==> src/rtl/otter_mem_pkg.sv <==
// Shared types for the data-side memory port arbiter.
//   arb_state_t : arbiter FSM states (IDLE, RD_WAIT)
//   SZ_*        : access size encodings carried on C_SIZE / MEM_SIZE
//   owner_t     : which requester drives the memory port this cycle
package otter_mem_pkg;

    typedef enum logic {
        IDLE,
        RD_WAIT
    } arb_state_t;

    localparam logic [1:0] SZ_BYTE = 2'b00;
    localparam logic [1:0] SZ_HALF = 2'b01;
    localparam logic [1:0] SZ_WORD = 2'b10;

    typedef enum logic [1:0] {
        OWN_NONE,
        OWN_CPU,
        OWN_PROG
    } owner_t;

endpackage

==> src/rtl/mem2_port_arbiter_starve_ctr.sv <==
// arb_starve_ctr: clearable up-counter with a compare-to-limit flag.
//   CLK, RESET_N : clock, async active-low reset (count -> 0)
//   inc          : count up by one this cycle
//   clr          : synchronous clear, wins over inc
//   cnt          : current count
//   at_max       : cnt >= MAX
// The caller gates inc with at_max, so the count holds at MAX (saturates).
module arb_starve_ctr #(
    parameter int          W   = 8,
    parameter int unsigned MAX = 8
) (
    input  logic         CLK,
    input  logic         RESET_N,
    input  logic         inc,
    input  logic         clr,
    output logic [W-1:0] cnt,
    output logic         at_max
);

    localparam logic [W-1:0] LIM = W'(MAX);

    assign at_max = (cnt >= LIM);

    always_ff @(posedge CLK or negedge RESET_N) begin
        if (!RESET_N)  cnt <= '0;
        else if (clr)  cnt <= '0;
        else if (inc)  cnt <= cnt + 1'b1;
    end

endmodule

==> src/rtl/mem2_port_arbiter.sv <==
// mem2_port_arbiter: shares the byte memory's second (data) port between the
// CPU load/store stage and the serial programmer with a request/grant
// handshake, tracks the read-latency window and raises the CPU stall.
//   CPU side   : C_REQ/C_WE/C_ADDR/C_DIN/C_SIZE/C_SIGN in; C_GNT, C_RVALID,
//                C_DOUT, CPU_STALL out
//   Programmer : P_REQ/P_ADDR/P_DIN in (word writes only); P_GNT out
//   Memory     : MEM_ADDR2/MEM_DIN2/MEM_WRITE2/MEM_READ2/MEM_SIZE/MEM_SIGN out;
//                MEM_DOUT2 in
// Optional build macro MEM2_ARB_PERF_EN adds CONFLICT_CNT and STALL_CNT,
// 16-bit saturating event counters.
module mem2_port_arbiter
    import otter_mem_pkg::*;
#(
    parameter int ADDR_W     = 32,
    parameter int DATA_W     = 32,
    parameter int RD_LAT     = 1,
    parameter int STARVE_MAX = 8
) (
    input  logic              CLK,
    input  logic              RESET_N,
    input  logic              C_REQ,
    input  logic              C_WE,
    input  logic [ADDR_W-1:0] C_ADDR,
    input  logic [DATA_W-1:0] C_DIN,
    input  logic [1:0]        C_SIZE,
    input  logic              C_SIGN,
    output logic              C_GNT,
    output logic              C_RVALID,
    output logic [DATA_W-1:0] C_DOUT,
    output logic              CPU_STALL,
    input  logic              P_REQ,
    input  logic [ADDR_W-1:0] P_ADDR,
    input  logic [DATA_W-1:0] P_DIN,
    output logic              P_GNT,
    output logic [ADDR_W-1:0] MEM_ADDR2,
    output logic [DATA_W-1:0] MEM_DIN2,
    output logic              MEM_WRITE2,
    output logic              MEM_READ2,
    output logic [1:0]        MEM_SIZE,
    output logic              MEM_SIGN,
    input  logic [DATA_W-1:0] MEM_DOUT2
`ifdef MEM2_ARB_PERF_EN
    ,
    output logic [15:0]       CONFLICT_CNT,
    output logic [15:0]       STALL_CNT
`endif
);

    arb_state_t state, nxt_state;
    logic [2:0] lat_cnt, lat_nxt;
    owner_t     owner;
    logic [7:0] starve;
    logic       starve_full;

    always_ff @(posedge CLK or negedge RESET_N) begin
        if (!RESET_N) begin
            state   <= IDLE;
            lat_cnt <= '0;
        end else begin
            state   <= nxt_state;
            lat_cnt <= lat_nxt;
        end
    end

    // Grant only from IDLE. RESET_N gates the decision so no grant or strobe
    // can appear while reset is held, even with requests pending.
    always_comb begin
        owner     = OWN_NONE;
        nxt_state = state;
        lat_nxt   = lat_cnt;
        C_RVALID  = 1'b0;
        case (state)
            IDLE: begin
                if (RESET_N) begin
                    if (P_REQ && (!C_REQ || (starve < 8'(STARVE_MAX)))) begin
                        owner = OWN_PROG;
                    end else if (C_REQ) begin
                        owner = OWN_CPU;
                        if (!C_WE) begin
                            nxt_state = RD_WAIT;
                            lat_nxt   = 3'(RD_LAT);
                        end
                    end
                end
            end
            RD_WAIT: begin
                if (lat_cnt == 3'd1) begin
                    C_RVALID  = 1'b1;
                    nxt_state = IDLE;
                    lat_nxt   = '0;
                end else begin
                    lat_nxt = lat_cnt - 3'd1;
                end
            end
            default: nxt_state = IDLE;
        endcase
    end

    assign C_GNT = (owner == OWN_CPU);
    assign P_GNT = (owner == OWN_PROG);

    always_comb begin
        MEM_ADDR2  = '0;
        MEM_DIN2   = '0;
        MEM_WRITE2 = 1'b0;
        MEM_READ2  = 1'b0;
        MEM_SIZE   = SZ_BYTE;
        MEM_SIGN   = 1'b0;
        case (owner)
            OWN_PROG: begin
                MEM_ADDR2  = P_ADDR;
                MEM_DIN2   = P_DIN;
                MEM_WRITE2 = 1'b1;
                MEM_SIZE   = SZ_WORD;
            end
            OWN_CPU: begin
                MEM_ADDR2  = C_ADDR;
                MEM_DIN2   = C_DIN;
                MEM_WRITE2 = C_WE;
                MEM_READ2  = ~C_WE;
                MEM_SIZE   = C_SIZE;
                MEM_SIGN   = C_SIGN;
            end
            default: ;
        endcase
    end

    assign C_DOUT    = C_RVALID ? MEM_DOUT2 : '0;
    assign CPU_STALL = (C_REQ & ~C_GNT) | ((state == RD_WAIT) & ~C_RVALID);

    // Counts programmer wins while the CPU is kept waiting; any CPU grant or
    // idle CPU cycle resets the fairness window.
    arb_starve_ctr #(.W(8), .MAX(STARVE_MAX)) u_starve (
        .CLK     (CLK),
        .RESET_N (RESET_N),
        .inc     (P_GNT & C_REQ & ~starve_full),
        .clr     (C_GNT | ~C_REQ),
        .cnt     (starve),
        .at_max  (starve_full)
    );

`ifdef MEM2_ARB_PERF_EN
    logic conf_full, stall_full;

    arb_starve_ctr #(.W(16), .MAX(16'hFFFF)) u_conf_cnt (
        .CLK     (CLK),
        .RESET_N (RESET_N),
        .inc     (C_REQ & P_REQ & ~conf_full),
        .clr     (1'b0),
        .cnt     (CONFLICT_CNT),
        .at_max  (conf_full)
    );

    arb_starve_ctr #(.W(16), .MAX(16'hFFFF)) u_stall_cnt (
        .CLK     (CLK),
        .RESET_N (RESET_N),
        .inc     (CPU_STALL & ~stall_full),
        .clr     (1'b0),
        .cnt     (STALL_CNT),
        .at_max  (stall_full)
    );
`endif

endmodule

==> config.mk <==
export PLATFORM = sky130hd
export DESIGN_NAME = mem2_port_arbiter
export DESIGN_NICKNAME = d
export VERILOG_FILES = /design/src/rtl/otter_mem_pkg.sv /design/src/rtl/mem2_port_arbiter_starve_ctr.sv /design/src/rtl/mem2_port_arbiter.sv
export SDC_FILE = /design/constraint.sdc
export NUM_CORES = 1
export LEC_CHECK = 0
export ABC_AREA = 1
export CORE_AREA = 2 2 105 107
export CTS_BUF_LIST = sky130_fd_sc_hd__clkbuf_8
export CTS_CLUSTER_SIZE = 20
export DETAILED_ROUTE_END_ITERATION = 7
export DIE_AREA = 0 0 107 109
export GPL_TIMING_DRIVEN = 0
export PLACE_DENSITY_LB_ADDON = 0.15
export SLEW_MARGIN = 30
export SYNTH_ARGS = -nofsm -noshare
export SYNTH_HDL_FRONTEND = slang
export SYNTH_SLANG_ARGS = --single-unit
==> constraint.sdc <==
create_clock -name CLK -period 2.5 [get_ports CLK]
set_input_delay 0.5 -clock CLK [delete_from_list [all_inputs] [get_ports CLK]]
set_output_delay 0.5 -clock CLK [all_outputs]
set_load 0.05 [all_outputs]
# Word level (Yosys, flattened, before mapping)
# Cells that the tools add are included.
dict set report op_classes {
  bitwise 12
  eq_ne 7
  order_cmp 2
  reduce_logical 5
  addsub 2
  n_mux 27
}
# operator n
set ops {}
lappend ops {{$pmux W32 S2} 2}
lappend ops {{$mux W32} 1}
lappend ops {{$mux W8} 2}
lappend ops {{$mux W3} 5}
lappend ops {{$mux W1} 10}
lappend ops {{$add A8 B1 Y8 const B} 1}
lappend ops {{$ge A8 B4 Y1 const B} 1}
lappend ops {{$lt A8 B4 Y1 const B} 1}
lappend ops {{$ne A2 B2 Y1 const B} 4}
lappend ops {{$mux W2} 3}
lappend ops {{$not A1 Y1} 6}
lappend ops {{$pmux W3 S2} 1}
lappend ops {{$and A1 B1 Y1} 4}
lappend ops {{$pmux W1 S2} 2}
lappend ops {{$pmux W2 S2} 1}
lappend ops {{$reduce_and A4 Y1} 1}
lappend ops {{$eq A3 B1 Y1 const B} 1}
lappend ops {{$sub A3 B1 Y3 const B} 1}
lappend ops {{$eq A2 B1 Y1 const B} 1}
lappend ops {{$eq A2 B2 Y1 const B} 1}
lappend ops {{$or A1 B1 Y1} 2}
lappend ops {{$reduce_bool A2 Y1} 1}
lappend ops {{$logic_and A1 B1 Y1} 1}
lappend ops {{$logic_not A1 Y1} 1}
lappend ops {{$logic_or A1 B1 Y1} 1}
dict set report word_totals {
  output_inout_bits 105
  wordCells 58
  inputBits 168
  regBits 12
}

# Depth between registers and ports, before layout
# Gate-level depths: netlist of the first run.
dict set report logic_depth {
  ltp_word 11
  mapped_depth 11
  mapped_depth_nobuf 11
}

# Cells and area by module
# A second synthesis of the first run with hierarchy kept.
dict set report hier_totals {
  hier_cells 403
  area_unflattened_um2 2023.2
}
# module seq_area_each_um2 area_each_um2 n_inst cells_each
set by_module_without_submodules {}
lappend by_module_without_submodules {mem2_port_arbiter 100.1 1570.3 1 340}
lappend by_module_without_submodules {arb_starve_ctr 200.2 452.9 1 63}

# Worst setup path after synthesis of the first run
# No wires, ideal clock.
dict set report synth_timing {
  path_kind {reg2out}
  from {register u_starve.cnt[3]}
  to {output MEM_ADDR2[10]}
  path_stages_with_launch 11
  path_slack_ns -0.871
  n_path_buf 2
  t_required_ns 2.000
  t_arrival_ns 2.871
  path_cell_list {dfrtp_1 > nor2_2 > nand3_4 > nand2_4 > nand2_8 > nand3_1 > ha_1 > buf_2 > clkbuf_1 > nand2_1 > a21oi_1}
}
dict set report synth_via {
  elab_chain_len 8
}
# item line
set synth_lines {}
lappend synth_lines {{start: declaration} mem2_port_arbiter_starve_ctr.sv:16} ;# output logic [W-1:0] cnt,
lappend synth_lines {{start signal: assignment} mem2_port_arbiter_starve_ctr.sv:27} ;# else if (inc) cnt <= cnt + 1'b1;
lappend synth_lines {{$lt A8 B4 Y1} mem2_port_arbiter.sv:75} ;# if (P_REQ && (!C_REQ || (starve < 8'(STARVE_MAX)))) begin
lappend synth_lines {{$logic_or A1 B1 Y1} mem2_port_arbiter.sv:75}
lappend synth_lines {{$logic_and A1 B1 Y1} mem2_port_arbiter.sv:75}
lappend synth_lines {{$mux W2} mem2_port_arbiter.sv:75}
lappend synth_lines {{$mux W2} mem2_port_arbiter.sv:74} ;# if (RESET_N) begin
lappend synth_lines {{$mux W2} mem2_port_arbiter.sv:72} ;# case (state)
lappend synth_lines {{$eq A2 B2 Y1} n/a}
lappend synth_lines {{named net P_GNT} mem2_port_arbiter.sv:34} ;# output logic P_GNT,
lappend synth_lines {{$pmux W32 S2} mem2_port_arbiter.sv:109} ;# case (owner)
lappend synth_lines {{end: declaration} mem2_port_arbiter.sv:35} ;# output logic [ADDR_W-1:0] MEM_ADDR2,
# The timed path passes the listed nets, and every way through them passes these cells.

# Final worst setup path of the first run
dict set report layout_timing {
  from {register u_starve.cnt[5]}
  to {output MEM_DIN2[16]}
}
dict set report layout_via {
  elab_chain_len 8
}
# item line
set layout_lines {}
lappend layout_lines {{$lt A8 B4 Y1 (*)} mem2_port_arbiter.sv:75}
lappend layout_lines {{$logic_or A1 B1 Y1 (*)} mem2_port_arbiter.sv:75}
lappend layout_lines {{$logic_and A1 B1 Y1 (*)} mem2_port_arbiter.sv:75}
lappend layout_lines {{$mux W2 (*)} mem2_port_arbiter.sv:75}
lappend layout_lines {{$mux W2 (*)} mem2_port_arbiter.sv:74}
lappend layout_lines {{$mux W2 (*)} mem2_port_arbiter.sv:72}
lappend layout_lines {{$eq A2 B1 Y1 / $eq A2 B2 Y1 (equally long branches)} mem2_port_arbiter.sv:109}
lappend layout_lines {{$pmux W32 S2 (*)} mem2_port_arbiter.sv:109}
lappend layout_lines {{end: declaration} mem2_port_arbiter.sv:36} ;# output logic [DATA_W-1:0] MEM_DIN2,
# Every way passes the cells marked *; elsewhere a longest branch is shown, timed or not.

==> results of run 1 <==
## logic make-up (layout without fill, tap and decap cells)
kind of cell	Yosys count	in the layout
AOI/OAI and AO/OA	75	75
xor gates and xnor gates	1	1
adders and majority gates	6	6
buffers and inverters	89	385
DFF	12	12
and+or+nand+nor	200	200
## metal layers
metal / vias up / wire length [µm]
met3: 22 / 1060
li1: 1870 / -
met1: 1713 / 4750
met4: 0 / 327
met5: - / 0
met2: 172 / 6640
## power breakdown
part	total, mW	internal, mW	switching (mW)	leakage, nW
sequential	0.236	0.219	0.0173	0.162
clock	0.214	0.139	0.0746	0.0288
combinational	1.24	0.567	0.669	2.37
total	1.69	0.925	0.760	2.56
## cell type report
type,instances,area [µm²]
buffer,36,438
tap,140,175
timing repair buffer,292,2910
multi-input combinational,282,2190
fill,959,4330
inverter,53,204
clock buffer,4,55.1
sequential,12,300
## worst paths after layout
check	from	end	slack [ps]	depth (start not counted)
max	u_starve.cnt[5]	MEM_DIN2[16]	-190	10
min	RESET_N	u_starve.cnt[1]	100	1
max reg2reg	u_starve.cnt[5]	u_starve.cnt[2]	560	11
min reg2reg	lat_cnt[1]	lat_cnt[1]	470	2
max in group asynchronous	RESET_N	u_starve.cnt[5]	2230	1
min in group CLK	lat_cnt[1]	lat_cnt[1]	470	2
## flip-flops by register name (all words and copies together), names as in the netlist
name,flops
lat_cnt,3
state,1
u_starve.cnt,8
## placed cells by master, fill, tap and decap left out, types with 4 or more instances in the layout
cell,synthesis,layout
clkdlybuf4s50_1,0,164
nand2_1,80,79
nand4_1,64,64
a21oi_4,0,52
buf_6,0,51
inv_1,51,50
buf_2,12,41
nor2_2,4,33
buf_4,7,23
buf_8,6,23
clkbuf_8,0,12
a21oi_2,0,12
nor2_1,42,12
dfrtp_1,12,12
a21oi_1,70,6
clkbuf_16,0,5
nand3_1,6,5
dlygate4sd2_1,0,5
ha_1,6,4
## repair_timing
item	4_1_cts	5_1_grt
buffers inserted	12	2
resized for setup	616	79
endpoints found under the setup margin	112	102
pin swaps	6	2
gates cloned	6	0
hold buffers	0	0
==> impl_metrics.env, run 1 <==
export IMPL_finalHoldViolCount=0
export IMPL_ios=273
export IMPL_synth_fp_nets=557
export IMPL_path_max_fanout=7
export IMPL_grt_max_degree=16
export IMPL_slew_violations=0
export IMPL_routed_wirelength_mm=12.8
export IMPL_cp_start_kind="flop"
export IMPL_grt_usage=0.202
export IMPL_violations="setup timing"
export IMPL_ir_drop_mv=0.165
export IMPL_synth_top_family_by_area="simple AND/OR/NAND/NOR gates"
export IMPL_drcViolationCount=0
export IMPL_top_usage_layer="met2"
export IMPL_viasPerCell=4.61
export IMPL_use_met2=0.385
export IMPL_avgSynthCellArea_um2=5.70
export IMPL_grtUsageMet1=0.218
export IMPL_grt_overflow=0
export IMPL_place_gp_congestion=0.779
export IMPL_layout_drive_gt1_share=0.399
export IMPL_drt_iter0_drc=162
export IMPL_cp_end_kind="output port"
export IMPL_clock_latency_ps=240
export IMPL_synth_adder_area_share=0.0344
export IMPL_slowest_delay_ps=380
export IMPL_die_width_um=107
export IMPL_final_nets=854
export IMPL_vias=3777
export IMPL_start_util=0.206
export IMPL_fin_worst_skew_ps=0.810
export IMPL_die_height_um=109
export IMPL_cts_buffers=3
export IMPL_grt_use_met3=0.0478
export IMPL_final_min_clock_period_ps=2690
export IMPL_p_leak_nw=2.56
export IMPL_maxCapViolCount=0
export IMPL_synthCells=383
export IMPL_cts_root_buf="clkbuf_8"
export IMPL_setup_viol=65
export IMPL_syn_cell_area_um2=2180
export IMPL_cts_tree="done"
export IMPL_cp_slowest_cell="dfrtp_1"
export IMPL_yosysMostFrequentCell="nand2_1"
export IMPL_antenna_found_initial=0
export IMPL_placed_area_um2=5860
export IMPL_synthTopCellsByCount="nand2_1 (80), a21oi_1 (70), nand4_1 (64)"
export IMPL_crit_family="buffers and inverters"
export IMPL_synth_top_flop_cell="dfrtp_1"
export IMPL_ys_seq_elements=12
export IMPL_ys_warn_count=0
export IMPL_coreArea_um2=10600
export IMPL_total_power_mw=1.69
export IMPL_tightest_slew_ps=533
export IMPL_synth_cell_types=23
export IMPL_wire_per_inst_um=15.6
export IMPL_path_clk_slew_ps=50
export IMPL_fin_cells=819
export IMPL_grt_setup_unrepaired="true"
export IMPL_synth_largest_area_cell="nand4_1"
export IMPL_synth_xor_area_share=0.00401
export IMPL_worstSetupPathType="flop to output port"
export IMPL_hold_ws_ps=96.5
export IMPL_worstPathArrival_ps=2190
export IMPL_place_inst=795
export IMPL_hold_class="primary input to async pin"
export IMPL_min_period_over_period=1.08
export IMPL_place_ws_ps=-1770
export IMPL_htreeDepth=1
export IMPL_crit_buf_inv=4
export IMPL_ant_nets=0
export IMPL_clock_sinks=12
export IMPL_dieArea_um2=11700
export IMPL_setup_slack_ps=-193
export IMPL_synth_edf_count=0
export IMPL_core_rowCount=38
export IMPL_critPathRequiredTime_ps=2000
export IMPL_io_buffer_count=272
export IMPL_final_area_um2=6270
export IMPL_synth_top_area_share=0.183
export IMPL_synth_compound_area_frac=0.178
export IMPL_netlist_top_cells_area="nand4_1 (18%), a21oi_1 (16%), dfrtp_1 (14%)"
export IMPL_pwr_density_cell_nw_per_um2=269
export IMPL_outcome="complete, but fails checks"
export IMPL_synthSimpleGateAreaFrac=0.443
export IMPL_dp_hpwl_mm=10.3
export IMPL_fmax_mhz=371
export IMPL_maxSlewHeadroom=0.644
export IMPL_first_global_vias=3833
export IMPL_cts_path_max_buffers=2
export IMPL_ys_async_sr_fraction=1.00
export IMPL_syn_to_final_growth_pct=187
export IMPL_diodes=0
export IMPL_tns_ps=-10060
export IMPL_final_core_util=0.591
export IMPL_crit_chain="nor2_2 > nand3_4 > nand2_4 > nand4_1 > buf_4 > ha_4 > clkbuf_16 > clkbuf_8 > a21oi_4 > buf_6"
export IMPL_ys_seq_area_frac=0.137
export IMPL_first_pass_iters=4
export IMPL_grt_pass1_wl_mm=18.9
export IMPL_muxShareOfSynthArea=0
(Power assumes the default switching activity.)
==> run 2, diff against run 1 <==
Settings changed: ABC_AREA 1 to not set, CORE_AREA 2 2 105 107 to 2 2 107 109, DIE_AREA 0 0 107 109 to 0 0 109 111.
==> impl_metrics.env, run 2 <==
export IMPL_tightest_slew_ps=507
export IMPL_drt_iter0_drc=148
export IMPL_routed_wirelength_mm=12.4
export IMPL_rr_worst_depth=10
export IMPL_ios=273
export IMPL_combPwrFrac=0.749
export IMPL_coreArea_um2=11100
export IMPL_yosysMostFrequentCell="nor2b_1"
export IMPL_ys_async_sr_fraction=1.00
export IMPL_finalHoldViolCount=0
export IMPL_final_core_util=0.515
export IMPL_io_buffer_count=272
export IMPL_place_inst=686
export IMPL_final_min_clock_period_ps=2840
export IMPL_core_rowCount=39
export IMPL_synth_edf_count=0
export IMPL_grtUsageMet1=0.215
export IMPL_clock_latency_ps=230
export IMPL_htreeDepth=1
export IMPL_ir_drop_mv=0.154
export IMPL_top_regs="u_starve.cnt: 8 flops, lat_cnt: 3 flops, state: 1 flops"
export IMPL_total_power_mw=1.62
export IMPL_netlist_top_cells_area="a32o_1 (30%), nor2b_1 (19%), dfrtp_1 (14%)"
export IMPL_path_clk_slew_ps=50
export IMPL_violations="setup timing"
export IMPL_final_common_cell="clkdlybuf4s50_1"
export IMPL_viasPerCell=4.67
export IMPL_cp_start_kind="flop"
export IMPL_grt_use_met3=0.0435
export IMPL_intPower_mw=0.922
export IMPL_synth_top_flop_cell="dfrtp_1"
export IMPL_antenna_found_initial=0
export IMPL_use_met2=0.361
export IMPL_ys_seq_area_frac=0.141
export IMPL_pwr_density_cell_nw_per_um2=284
export IMPL_synth_fp_nets=445
export IMPL_drcViolationCount=0
export IMPL_synth_cell_types=31
export IMPL_avgSynthCellArea_um2=7.87
export IMPL_first_global_vias=3502
export IMPL_grt_max_degree=17
export IMPL_seq_power_share=0.148
export IMPL_worstSetupPathType="flop to output port"
export IMPL_place_ws_ps=-2130
export IMPL_slew_violations=0
export IMPL_synth_top_area_share=0.300
export IMPL_cp_end_kind="output port"
export IMPL_p_switching_mw=0.696
export IMPL_ant_nets=0
export IMPL_cts_path_max_buffers=2
export IMPL_cts_buffers=3
export IMPL_dieArea_um2=12100
export IMPL_cts_root_buf="clkbuf_8"
export IMPL_ys_seq_elements=12
export IMPL_fmax_mhz=353
export IMPL_synthCells=271
export IMPL_power_frac_clock=0.103
export IMPL_place_gp_congestion=0.842
export IMPL_worstReg2RegStart="u_starve.cnt[6]"
export IMPL_clock_sinks=12
export IMPL_largest_register="u_starve.cnt"
export IMPL_top_usage_layer="met2"
export IMPL_grt_pass1_wl_mm=18.4
export IMPL_diodes=0
export IMPL_maxSlewHeadroom=0.663
export IMPL_grt_setup_unrepaired="true"
export IMPL_layout_common_cells="clkdlybuf4s50_1 (165), nor2b_1 (64), a32o_2 (63)"
export IMPL_grt_overflow=0
export IMPL_critPathRequiredTime_ps=2000
export IMPL_p_leak_nw=2.76
export IMPL_setup_viol=63
export IMPL_fin_cells=712
export IMPL_hold_ws_ps=116
export IMPL_synth_largest_area_cell="a32o_1"
export IMPL_min_period_over_period=1.13
export IMPL_final_nets=745
export IMPL_grt_usage=0.192
export IMPL_ys_warn_count=0
export IMPL_switching_share=0.430
export IMPL_cts_tree="done"
export IMPL_wire_per_inst_um=17.5
export IMPL_die_width_um=109
export IMPL_path_max_fanout=5
export IMPL_dp_hpwl_mm=9.93
export IMPL_syn_to_final_growth_pct=167
export IMPL_maxCapViolCount=0
export IMPL_worstPathArrival_ps=2340
export IMPL_hold_class="primary input to async pin"
export IMPL_rrSetupSlack_ps=80
export IMPL_layout_drive_gt1_share=0.427
export IMPL_synthTopCellsByCount="nor2b_1 (66), a32o_1 (64), and2_1 (38)"
export IMPL_vias=3323
export IMPL_setup_slack_ps=-337
export IMPL_outcome="complete, but fails checks"
export IMPL_die_height_um=111
export IMPL_first_pass_iters=4
export IMPL_start_util=0.192
export IMPL_largest_reg_flops=8
export IMPL_fin_worst_skew_ps=1.99
export IMPL_syn_cell_area_um2=2130
export IMPL_rr_endpoint="u_starve.cnt[2]"
## run 2: cell count changes in the layout (fill, tap and decap cells not counted), moves of 38 or more
cell / before / now
nand2_1: 79 / 3
nand4_1: 64 / 0
nor2b_1: 0 / 64
a32o_2: 0 / 63
a21oi_4: 52 / 0
inv_1: 50 / 5
and2_1: 0 / 38
## run 2: layout make-up
class	instances	area, µm²
fillers	1064	5370
plain buffers	31	407
repair buffers	295	2930
clock buffers	3	41.3
inverters	6	22.5
well taps	143	179
flip-flops and latches	12	302
multi-input cells	222	1830
## run 2: worst max-delay path by stage
stage | from | slack (ps) | endpoint
3_3_place_gp | RESET_N | -2090 | MEM_DIN2[13]
4_1_cts | u_starve.cnt[7] | -310 | MEM_DIN2[19]
2_1_floorplan | u_starve.cnt[6] | -300 | MEM_ADDR2[0]
6_report | u_starve.cnt[6] | -340 | MEM_DIN2[7]
5_1_grt | u_starve.cnt[6] | -430 | MEM_ADDR2[17]
3_5_place_dp | RESET_N | -2130 | MEM_DIN2[13]
## run 2: worst max-delay path, cell delays in order, from the launching register on
cell	delay (ps)
dfrtp_1	410
nor3_4	290
nand2_2	110
buf_8	130
buf_8	110
nand2_4	50
ha_4	140
nor2b_4	240
clkbuf_16	200
buf_8	120
a32o_2	150
buf_8	150
## run 2: kinds of logic after synthesis
kind of cell               share of synthesized area
AOI/OAI and AO/OA                              0.350
adders and majority gates                     0.0352
buffers and inverters                         0.0886
DFF                                            0.141
muxes                                        0.00470
and+or+nand+nor                                0.380
## run 2: metal layers
metal,vias up,part of all wire
li1,1617,-
met1,1540,0.38
met2,154,0.52
met3,12,0.084
met4,0,0.016
met5,-,0
## run 2: metrics by stage
stage | instance area [µm²] | setup TNS, ps
2_1_floorplan | 2270 | -16060
3_3_place_gp | 5170 | -144560
3_5_place_dp | 5170 | -150060
4_1_cts | 5780 | -18350
5_1_grt | 5700 | -26280
6_report | 5700 | -19530
## run 2: what timing repair did
| action | 4_1_cts | 5_1_grt |
|---|---|---|
| setup buffers | 14 | 4 |
| gates resized for setup | 645 | 83 |
| cloned | 5 | 2 |
| pin swaps | 6 | 7 |
| endpoints found under the setup margin | 109 | 105 |
| hold buffers | 0 | 0 |
## run 2: power groups by stage
| stage | clock (mW) | sequential [mW] | combinational (mW) |
|---|---|---|---|
| finish | 0.167 | 0.240 | 1.21 |
| detailed placement | 0 | 0.243 | 1.10 |
| CTS | 0.175 | 0.240 | 1.22 |
| floorplan | 0 | 0.238 | 0.609 |
| global placement | 0 | 0.241 | 1.09 |
| global route | 0.183 | 0.244 | 1.29 |
